==> src/rtl/reg_bank.sv <==
// Register bank: eight general registers (r0 = accumulator) plus PC, OR-combined bus read path.
// Optional bus contention detector enabled by defining REG_BANK_CONTENTION_CHECK_EN.
module reg_bank #(
  parameter int unsigned DATA_WIDTH = 8,
  parameter int unsigned PC_WIDTH   = 8,
  parameter int unsigned RESET_PC   = 0
) (
  input  logic                  clk,
  input  logic                  rst,
  input  logic [7:0]            reg_read_en,
  input  logic [7:0]            reg_write_en,
  input  logic                  reg_pc_read_en,
  input  logic                  reg_pc_write_en,
  input  logic                  pc_inc_en,
  input  logic [DATA_WIDTH-1:0] bus_in,
  input  logic                  err_clr,
  output logic [DATA_WIDTH-1:0] bus_out,
  output logic                  bus_out_valid,
  output logic [DATA_WIDTH-1:0] acc_out,
  output logic [PC_WIDTH-1:0]   pc_out,
  output logic                  contention_err,
  output logic [3:0]            err_count
);

  logic [DATA_WIDTH-1:0] regs_q [8];
  logic [DATA_WIDTH-1:0] regs_d [8];
  logic [PC_WIDTH-1:0]   pc_q;
  logic [PC_WIDTH-1:0]   pc_d;
  logic [DATA_WIDTH-1:0] pc_as_data;
  logic [PC_WIDTH-1:0]   bus_as_pc;

  // PC <-> bus width adaptation: zero-pad upward, keep low bits downward.
  generate
    if (PC_WIDTH >= DATA_WIDTH) begin : g_pc_wide
      assign pc_as_data = pc_q[DATA_WIDTH-1:0];
      assign bus_as_pc  = {{(PC_WIDTH-DATA_WIDTH){1'b0}}, bus_in};
    end else begin : g_pc_narrow
      assign pc_as_data = {{(DATA_WIDTH-PC_WIDTH){1'b0}}, pc_q};
      assign bus_as_pc  = bus_in[PC_WIDTH-1:0];
    end
  endgenerate

  always_comb begin
    bus_out = '0;
    for (int n = 0; n < 8; n++) begin
      if (reg_read_en[n]) bus_out = bus_out | regs_q[n];
    end
    if (reg_pc_read_en) bus_out = bus_out | pc_as_data;
  end

  assign bus_out_valid = (|reg_read_en) | reg_pc_read_en;
  assign acc_out       = regs_q[0];
  assign pc_out        = pc_q;

  always_comb begin
    for (int n = 0; n < 8; n++) begin
      regs_d[n] = reg_write_en[n] ? bus_in : regs_q[n];
    end
    pc_d = pc_q;
    if (reg_pc_write_en) pc_d = bus_as_pc;
    else if (pc_inc_en)  pc_d = pc_q + 1'b1;
  end

  always_ff @(posedge clk) begin
    if (rst) begin
      for (int n = 0; n < 8; n++) regs_q[n] <= '0;
      pc_q <= PC_WIDTH'(RESET_PC);
    end else begin
      for (int n = 0; n < 8; n++) regs_q[n] <= regs_d[n];
      pc_q <= pc_d;
    end
  end

`ifdef REG_BANK_CONTENTION_CHECK_EN
  logic [8:0] src_en;
  logic       multi_src;
  logic       err_q;
  logic       err_d;
  logic [3:0] cnt_q;
  logic [3:0] cnt_d;

  // More than one bit set iff clearing the lowest set bit leaves something behind.
  assign src_en    = {reg_pc_read_en, reg_read_en};
  assign multi_src = |(src_en & (src_en - 9'd1));

  always_comb begin
    err_d = err_q;
    cnt_d = cnt_q;
    if (err_clr) begin
      err_d = 1'b0;
      cnt_d = 4'd0;
    end
    if (multi_src) begin
      err_d = 1'b1;
      if (cnt_d != 4'hF) cnt_d = cnt_d + 4'd1;
    end
  end

  always_ff @(posedge clk) begin
    if (rst) begin
      err_q <= 1'b0;
      cnt_q <= 4'd0;
    end else begin
      err_q <= err_d;
      cnt_q <= cnt_d;
    end
  end

  assign contention_err = err_q;
  assign err_count      = cnt_q;
`else
  logic unused_err_clr;
  assign unused_err_clr = err_clr;
  assign contention_err = 1'b0;
  assign err_count      = 4'd0;
`endif

endmodule

==> config.mk <==
export PLATFORM = sky130hd
export DESIGN_NAME = reg_bank
export DESIGN_NICKNAME = d
export VERILOG_FILES = /design/src/rtl/reg_bank.sv
export SDC_FILE = /design/constraint.sdc
export NUM_CORES = 1
export LEC_CHECK = 0
export CAP_MARGIN = 0
export CORE_MARGIN = 8
export CORE_UTILIZATION = 56
export CTS_BUF_LIST = sky130_fd_sc_hd__clkbuf_16
export DETAILED_ROUTE_END_ITERATION = 8
export DONT_BUFFER_PORTS = 1
export GPL_TIMING_DRIVEN = 0
export PLACE_DENSITY = 0.72
export SLEW_MARGIN = 30
export SYNTH_ARGS = -nofsm -noshare
export SYNTH_HDL_FRONTEND = slang
export SYNTH_SLANG_ARGS = --single-unit
==> constraint.sdc <==
create_clock -name clk -period 1.3 [get_ports clk]
set_input_delay 0.26 -clock clk [delete_from_list [all_inputs] [get_ports clk]]
set_output_delay 0.26 -clock clk [all_outputs]
set_load 0.005 [all_outputs]
==> results of run 1 <==
==> sequential cells by signal (all words and copies together), names as in the netlist <==
signal  flops
pc_out      8
regs_q     64
==> metrics by stage <==
step                instances  utilization
floorplan                 336            -
global placement          408        0.597
detailed placement        408        0.597
CTS                       425        0.671
global route              425        0.677
finish                    425        0.677
==> final cells by class <==
class                      instances  area, um^2  share of cell area
multi-input combinational        215        1580               0.426
sequential                        72        1470               0.398
buffer                            48         233              0.0628
clock buffer                       9         225              0.0608
clock inverter                     7        96.3              0.0260
tap                               72        90.1              0.0243
timing repair buffer               1        7.51             0.00203
inverter                           1        3.75             0.00101
==> worst max-delay path: cells and delay by family (launching register included) <==
| family | cells | cell delay (ps) |
|---|---|---|
| flip-flops | 1 | 320 |
| AO/OA/AOI/OAI | 2 | 490 |
| AND/OR/NAND/NOR | 1 | 160 |
==> layer usage <==
metal / wire length (um) / vias up / GRT usage
li1: - / 1197 / -
met1: 3520 / 1230 / 0.238
met2: 4140 / 132 / 0.328
met3: 775 / 17 / 0.0658
met4: 202 / 0 / 0.0982
met5: 0 / - / 0
==> final timing paths <==
check	startpoint	slack, ps	endpoint
max	regs_q[0][13]	-260	bus_out[5]
min	reg_pc_write_en	90	pc_out[1]
min reg2reg	regs_q[0][17]	480	regs_q[0][17]
max reg2reg	pc_out[0]	30	pc_out[6]
==> repair_timing <==
| item | 4_1_cts | 5_1_grt |
|---|---|---|
| setup endpoints to repair | 13 | 11 |
| pin swaps | 3 | 2 |
| buffers inserted | 1 | 0 |
| resized for setup | 21 | 14 |
==> cells in the mapped netlist (2+ instances only) <==
cell      count  area, um^2
clkbuf_1     29         109
buf_1         5        18.8
nand4_1       2        12.5
nand3_1      12        60.1
nor2_1       72         270
or3_1         2        12.5
a311oi_1      2        17.5
a222oi_1      8        80.1
a22o_1        8        70.1
xor2_1        4        35.0
a22oi_1       8        60.1
a211oi_1      3        22.5
buf_4        13        97.6
mux2i_1      66         661
nor3b_1       2        15.0
o21ai_0       2        10.0
dfxtp_1      72        1440
a221oi_1      8        70.1
==> where the power goes <==
group          switching, uW  internal, uW  total [uW]
clock                    929          1680        2610
sequential               117          2350        2460
combinational            375           272         646
total                   1420          4290        5720
==> cell families after synthesis <==
| group | count (synthesis) |
|---|---|
| and+or+nand+nor | 96 |
| other | 1 |
| AOI/OAI and AO/OA | 42 |
| DFF | 72 |
| buffers and inverters | 49 |
| muxes | 67 |
| xor gates and xnor gates | 4 |
| adders and majority gates | 1 |
==> metrics list, run 1 <==
* Cell count after synthesis: 332
- Buffers on Ports: 0
* Number of diodes added for antenna fixing: 0
* Classification of the worst setup path: flip-flop to primary output
* GP Congestion: ~0.81
- The initial utilization of the core area, before any placement, comes to 0.578.
- The number of hold violations in the final report came to 0.
- CP max FO: 2
- Final wirelength: roughly 8.6 mm
- Number of max-slew violations in the final report: 0
- Final ANT Viol Nets: 0
* Deepest clock path buffer count: 2
- Via density per instance: a little over 6
- Relative to the synthesized area, the layout overhead comes to 17.2%.
- The first routing iteration left roughly 220 violations.
- Clk root buf: clkbuf_16
* DR WL/cell: roughly 20 um
- By area, the combinational part of the netlist is dominated by multiplexers.
* Setup violators final: 8
- Commonest cells after routing, fill and taps aside: nor2_1, mux2i_1, dfxtp_1
- The floorplan has 27 rows.
- Data arrives at the worst endpoint at roughly 1300 ps.
* Number of CTS-inserted buffers: 9
- In this design, the stage delay of the slowest critical-path cell is ~320 ps.
- Power density of the placed cells: around 1500 nW/um^2
- Among all flip-flop cells after synthesis, the most frequent one is dfxtp_1.
- The smallest clock period supported by the final layout is computed as around 1600 ps.
- Headroom to the max-slew limit: 0.543
* Residual DRC count: 0
- Before CTS, the worst setup slack after placement is -291 ps.
- Data on the critical path is required at its endpoint by ~1000 ps.
- Class of the tightest hold or removal check: input pin to flip-flop
* Clock insertion delay at the later pin of the skew report: approximately 330 ps
- Across every metal layer, demand over resource in global routing totals 0.203.
- The synthesized design contains 72 register bits.
- Of the total synthesized cell area, the portion taken by full adders, half adders and majority gates is 0.00396.
* Pin count of the biggest net entering global routing: 14
- Transition time of the tightest slew-check pin: 685 ps
* Number of iterations in the first detailed-routing pass: 7
- Run status: finished, violations left
* Placed wire-length estimate after detailed placement: roughly 5.8 mm
- Dividing the final minimum period by the clock period gives 1.20.
* Synth Area in XOR/XNOR: 0.0111
* Post-Synthesis Cell Area: between 3000 and 4000 um^2
* Hold_buf cts: 0
- Fraction of registers with async set or reset after synthesis: 0
- Number of antenna violations at the first check in global routing: 0
* Maximum clock frequency: between 600 and 700 MHz
- In this run the number of H-tree levels came out at 3.
- The number of global-route vias before repair came to roughly 2,500.
- During I/O placement, the number of pins put on the boundary was 60.
- Worst-case hold slack: roughly 89 ps
- Clock-pin slew was measured on the worst setup and hold paths at roughly 60 ps.
* Max IR drop VDD: 0.882 mV
* Post-route cell area: between 3000 and 4000 um^2
- The total overflow left after global routing is 0.
- Counting distinct cell types in the post-synthesis netlist gives 32.
- Count of flip-flops with a built-in enable after synthesis: 0
* Startpoint Class: flip-flop
* Total negative slack: -1820 ps
- Slowest cell on crit path: dfxtp_2
- TritonCTS built the clock tree.
* Part of the Yosys area used for sequential elements: 0.456
- Cell area reported after detailed placement: about 3300 um^2
- Max Cap Violations: 0
- Mux cell area share after synthesis: 0.213
- Leaving out fill and tap cells, the most frequent cell in the layout is nor2_1.
* Minimum setup slack in the final design: -263 ps
- Type of destination of the critical path: primary output
- The Yosys step of the flow raised 0 warnings.
- The checks that failed: setup timing.
- Vias: 2,576
- Avg Inst Size Synth: 9.52 um^2
* Compound-cell area share of the yosys netlist: 0.111
- Summing internal, switching and leakage power gives 5720 uW.
* Final-layout fill cell count: 459
- The critical path goes through a22o_1 > a221oi_2 > nand3_1.
- The floorplan step defined a die boundary enclosing a little over 8000 um^2.
- Final #Nets: 379
- The worst hold path was traced through 2 stages.
- For the worst flop-to-flop path, the logic depth is 4.
- Area of the core: ~5500 um^2
- In the final layout, the share of cells above drive strength 1 is 0.170.
- The die is ~91 um tall.
- Setup repair after global routing could not meet its margin everywhere.
* Die boundary width: about 91 um
- Simple logic cell fraction of the synthesized area: 0.130
- The first global-routing pass estimated around 13 mm of wire.
- Sinks on the clock net: between 70 and 80
- Static leakage power: roughly 0.0016 uW
- Largest clock skew in the final design: between 3 and 4 ps
Power figures use the tool's default switching activity.
==> inputs of run 2 (changes only) <==
--- a/config.mk
+++ b/config.mk
@@ -6,13 +6,15 @@
 export NUM_CORES = 1
 export LEC_CHECK = 0
 export CAP_MARGIN = 0
+export CELL_PAD_IN_SITES_DETAIL_PLACEMENT = 1
+export CELL_PAD_IN_SITES_GLOBAL_PLACEMENT = 1
 export CORE_MARGIN = 8
-export CORE_UTILIZATION = 56
+export CORE_UTILIZATION = 43
 export CTS_BUF_LIST = sky130_fd_sc_hd__clkbuf_16
 export DETAILED_ROUTE_END_ITERATION = 8
 export DONT_BUFFER_PORTS = 1
 export GPL_TIMING_DRIVEN = 0
-export PLACE_DENSITY = 0.72
+export PLACE_DENSITY = 0.73
 export SLEW_MARGIN = 30
 export SYNTH_ARGS = -nofsm -noshare
 export SYNTH_HDL_FRONTEND = slang
==> metrics list, run 2 (synthesis results as in run 1) <==
- Run status: finished, violations left
* Violated checks: setup timing
* Setup repair after global routing missed its margin: true
* Type of destination of the critical path: primary output
- Setup total negative slack on the finished layout was measured at -1610 ps.
- The critical path is of the input pin to primary output type.
* Buffers on Ports: 0
* Commonest cells after routing, fill and taps aside: nor2_1, mux2i_1, dfxtp_1
- The final-report max-slew violation count came to 0.
- Dividing the final minimum period by the clock period gives 1.17.
- Via density per instance: 5.57
* H-Tree Depth: 3
- Vias in the first global route: 2,621
- Across every metal layer, demand over resource in global routing totals 0.195.
* First-pass GRT wire length: 15.0 mm
* CP max FO: 9
* Final Critical Period: approximately 1500 ps
- The wire-length estimate of the detail-placed layout is approximately 6.4 mm.
- Area of the core: 7180 um^2
- Number of antenna violations at the first check in global routing: 0
- Overflow left after global routing: 0
- Derived from the worst setup path, the maximum achievable clock frequency is between 600 and 700 MHz.
* Clk root buf: clkbuf_16
* Instance count after placement with tap cells included: about 440
- GP Congestion: 0.765
* Power density of the placed cells: about 1400 nW/um^2
* Cells on Worst Hold Path: 2
- Sequential share of power: 0.468
- Headroom to the max-slew limit: 0.480
- In this run the static leakage power is between 0.0015 and 0.002 uW.
- Pint: 3880 uW
* Data arrival time at the worst-slack endpoint: roughly 1300 ps
* Transition time of the tightest slew-check pin: just under 800 ps
- Number of iterations in the first detailed-routing pass: 5
- Of the cells placed in the final design, the portion with a size suffix greater than 1 is 0.178.
* Die boundary width: 102 um
- STA puts the critical path data required time at around 1000 ps.
- TritonCTS built the clock tree.
- Overall die height: slightly above 100 um
- The floorplan has 31 rows.
- Vias: between 2,000 and 3,000
* Minimum setup slack among reg-to-reg paths: approximately 20 ps
- Final ANT Viol Nets: 0
- Setup violations remaining at the end of the flow were counted as 8.
- Dividing the detail-routed wire length by the instance count gives approximately 21 um.
- For this design, the sink count on the clock tree is between 70 and 80.
* Number of CTS-inserted buffers: 9
- In this run the deepest clock path goes through 2 buffers.
* Final instance count without filler cells: ~450
- Max Cap Violations: 0
- Worst-case hold slack: 96.7 ps
- From synthesis to final layout, the design area changed by 17.1%.
- The register with the most flip-flops in the final layout is regs_q.
- The number of hold violations in the final report is 0.
- The register with the most flip-flops in the layout has between 60 and 70 of them.
- For this configuration, the core starts out at a cell density of 0.440.
- Sw Ratio: 0.264
- The floorplan step defined a die boundary enclosing a little over 10,000 um^2.
- Worst R2R Path Depth: 4
- Final #Nets: 380
- The number of antenna diodes in the final layout is 0.
- I/O pin count: 60
- After the first detailed-routing iteration, the DRC count stood at 147.
* Net Sw Power: around 1400 uW
- Clock network power share: 0.407
- In the post-route analysis, the smallest setup slack over all paths is -220 ps.
- Clock latency on the worst-skew pair, taken at its later pin, is around 330 ps.
- Final wirelength: between 9 and 10 mm
- Entering global routing, the biggest net connects 12 pins.
- Most frequent standard cell in the layout excluding fill and tap cells: nor2_1
- The share of total power dissipated in combinational logic is 0.125.
- Residual DRC count: 0
- Class of the tightest hold or removal check: input pin to flip-flop
- Clock-pin slew was measured on the worst setup and hold paths at ~50 ps.
* Largest clock skew in the final design: slightly below 5 ps
* Startpoint Class: input pin
- The worst-case IR drop observed on VDD is between 0.6 and 0.7 mV.
run 2: cell types whose count changed in the layout (fill, tap and decap cells not counted), sizes merged:
cell,delta
buf,+1
inv,+3
clkinvlp,-2
bufinv,-2
clkinv,+1
run 2: metal layers:
metal	share of wire	global-route usage
met2	0.48	0.313
met3	0.077	0.0405
met1	0.43	0.244
met5	0	0
met4	0.020	0.0928
run 2: worst max-delay path: stages:
cell and delay [ps]:
clkbuf_1 260, a22o_1 330, a221oi_2 220, nand3_1 180
run 2: layout make-up:
| cell class | instances | area, um^2 |
|---|---|---|
| plain buffers | 48 | 236 |
| clock buffers | 9 | 225 |
| clock inverters | 7 | 32.5 |
| fillers | 828 | 3480 |
| inverters | 1 | 3.75 |
| multi-input cells | 215 | 1590 |
| flip-flops and latches | 72 | 1470 |
| well taps | 99 | 124 |
| repair buffers | 2 | 15.0 |
run 2: worst paths after layout:
| check | startpoint | endpoint |
|---|---|---|
| max | reg_read_en[1] | bus_out[0] |
| min | reg_pc_write_en | pc_out[1] |
| min reg2reg | regs_q[0][15] | regs_q[0][15] |
| max reg2reg | pc_out[0] | pc_out[6] |
run 2: power groups by stage:
stage	combinational (uW)	sequential, uW	clock [uW]
floorplan	470	2460	0
global placement	606	2490	0
detailed placement	622	2500	0
CTS	651	2460	2190
global route	733	2490	2280
finish	660	2470	2140
run 2: what timing repair did:
item | 4_1_cts | 5_1_grt
setup buffers | 1 | 1
gates resized for setup | 22 | 19
pin swaps | 4 | 6
endpoints found under the setup margin | 13 | 11
hold buffers | 0 | 0
run 2: stage by stage:
step / setup WS [ps] / power, uW / cell area, um^2 / util
3_3_place_gp: -358 / 3100 / 3300 / 0.460
6_report: -220 / 5270 / 3700 / 0.516
2_1_floorplan: 3.35 / 2930 / 3180 / -
3_5_place_dp: -336 / 3120 / 3300 / 0.460
5_1_grt: -282 / 5500 / 3700 / 0.516
4_1_cts: -251 / 5310 / 3640 / 0.508
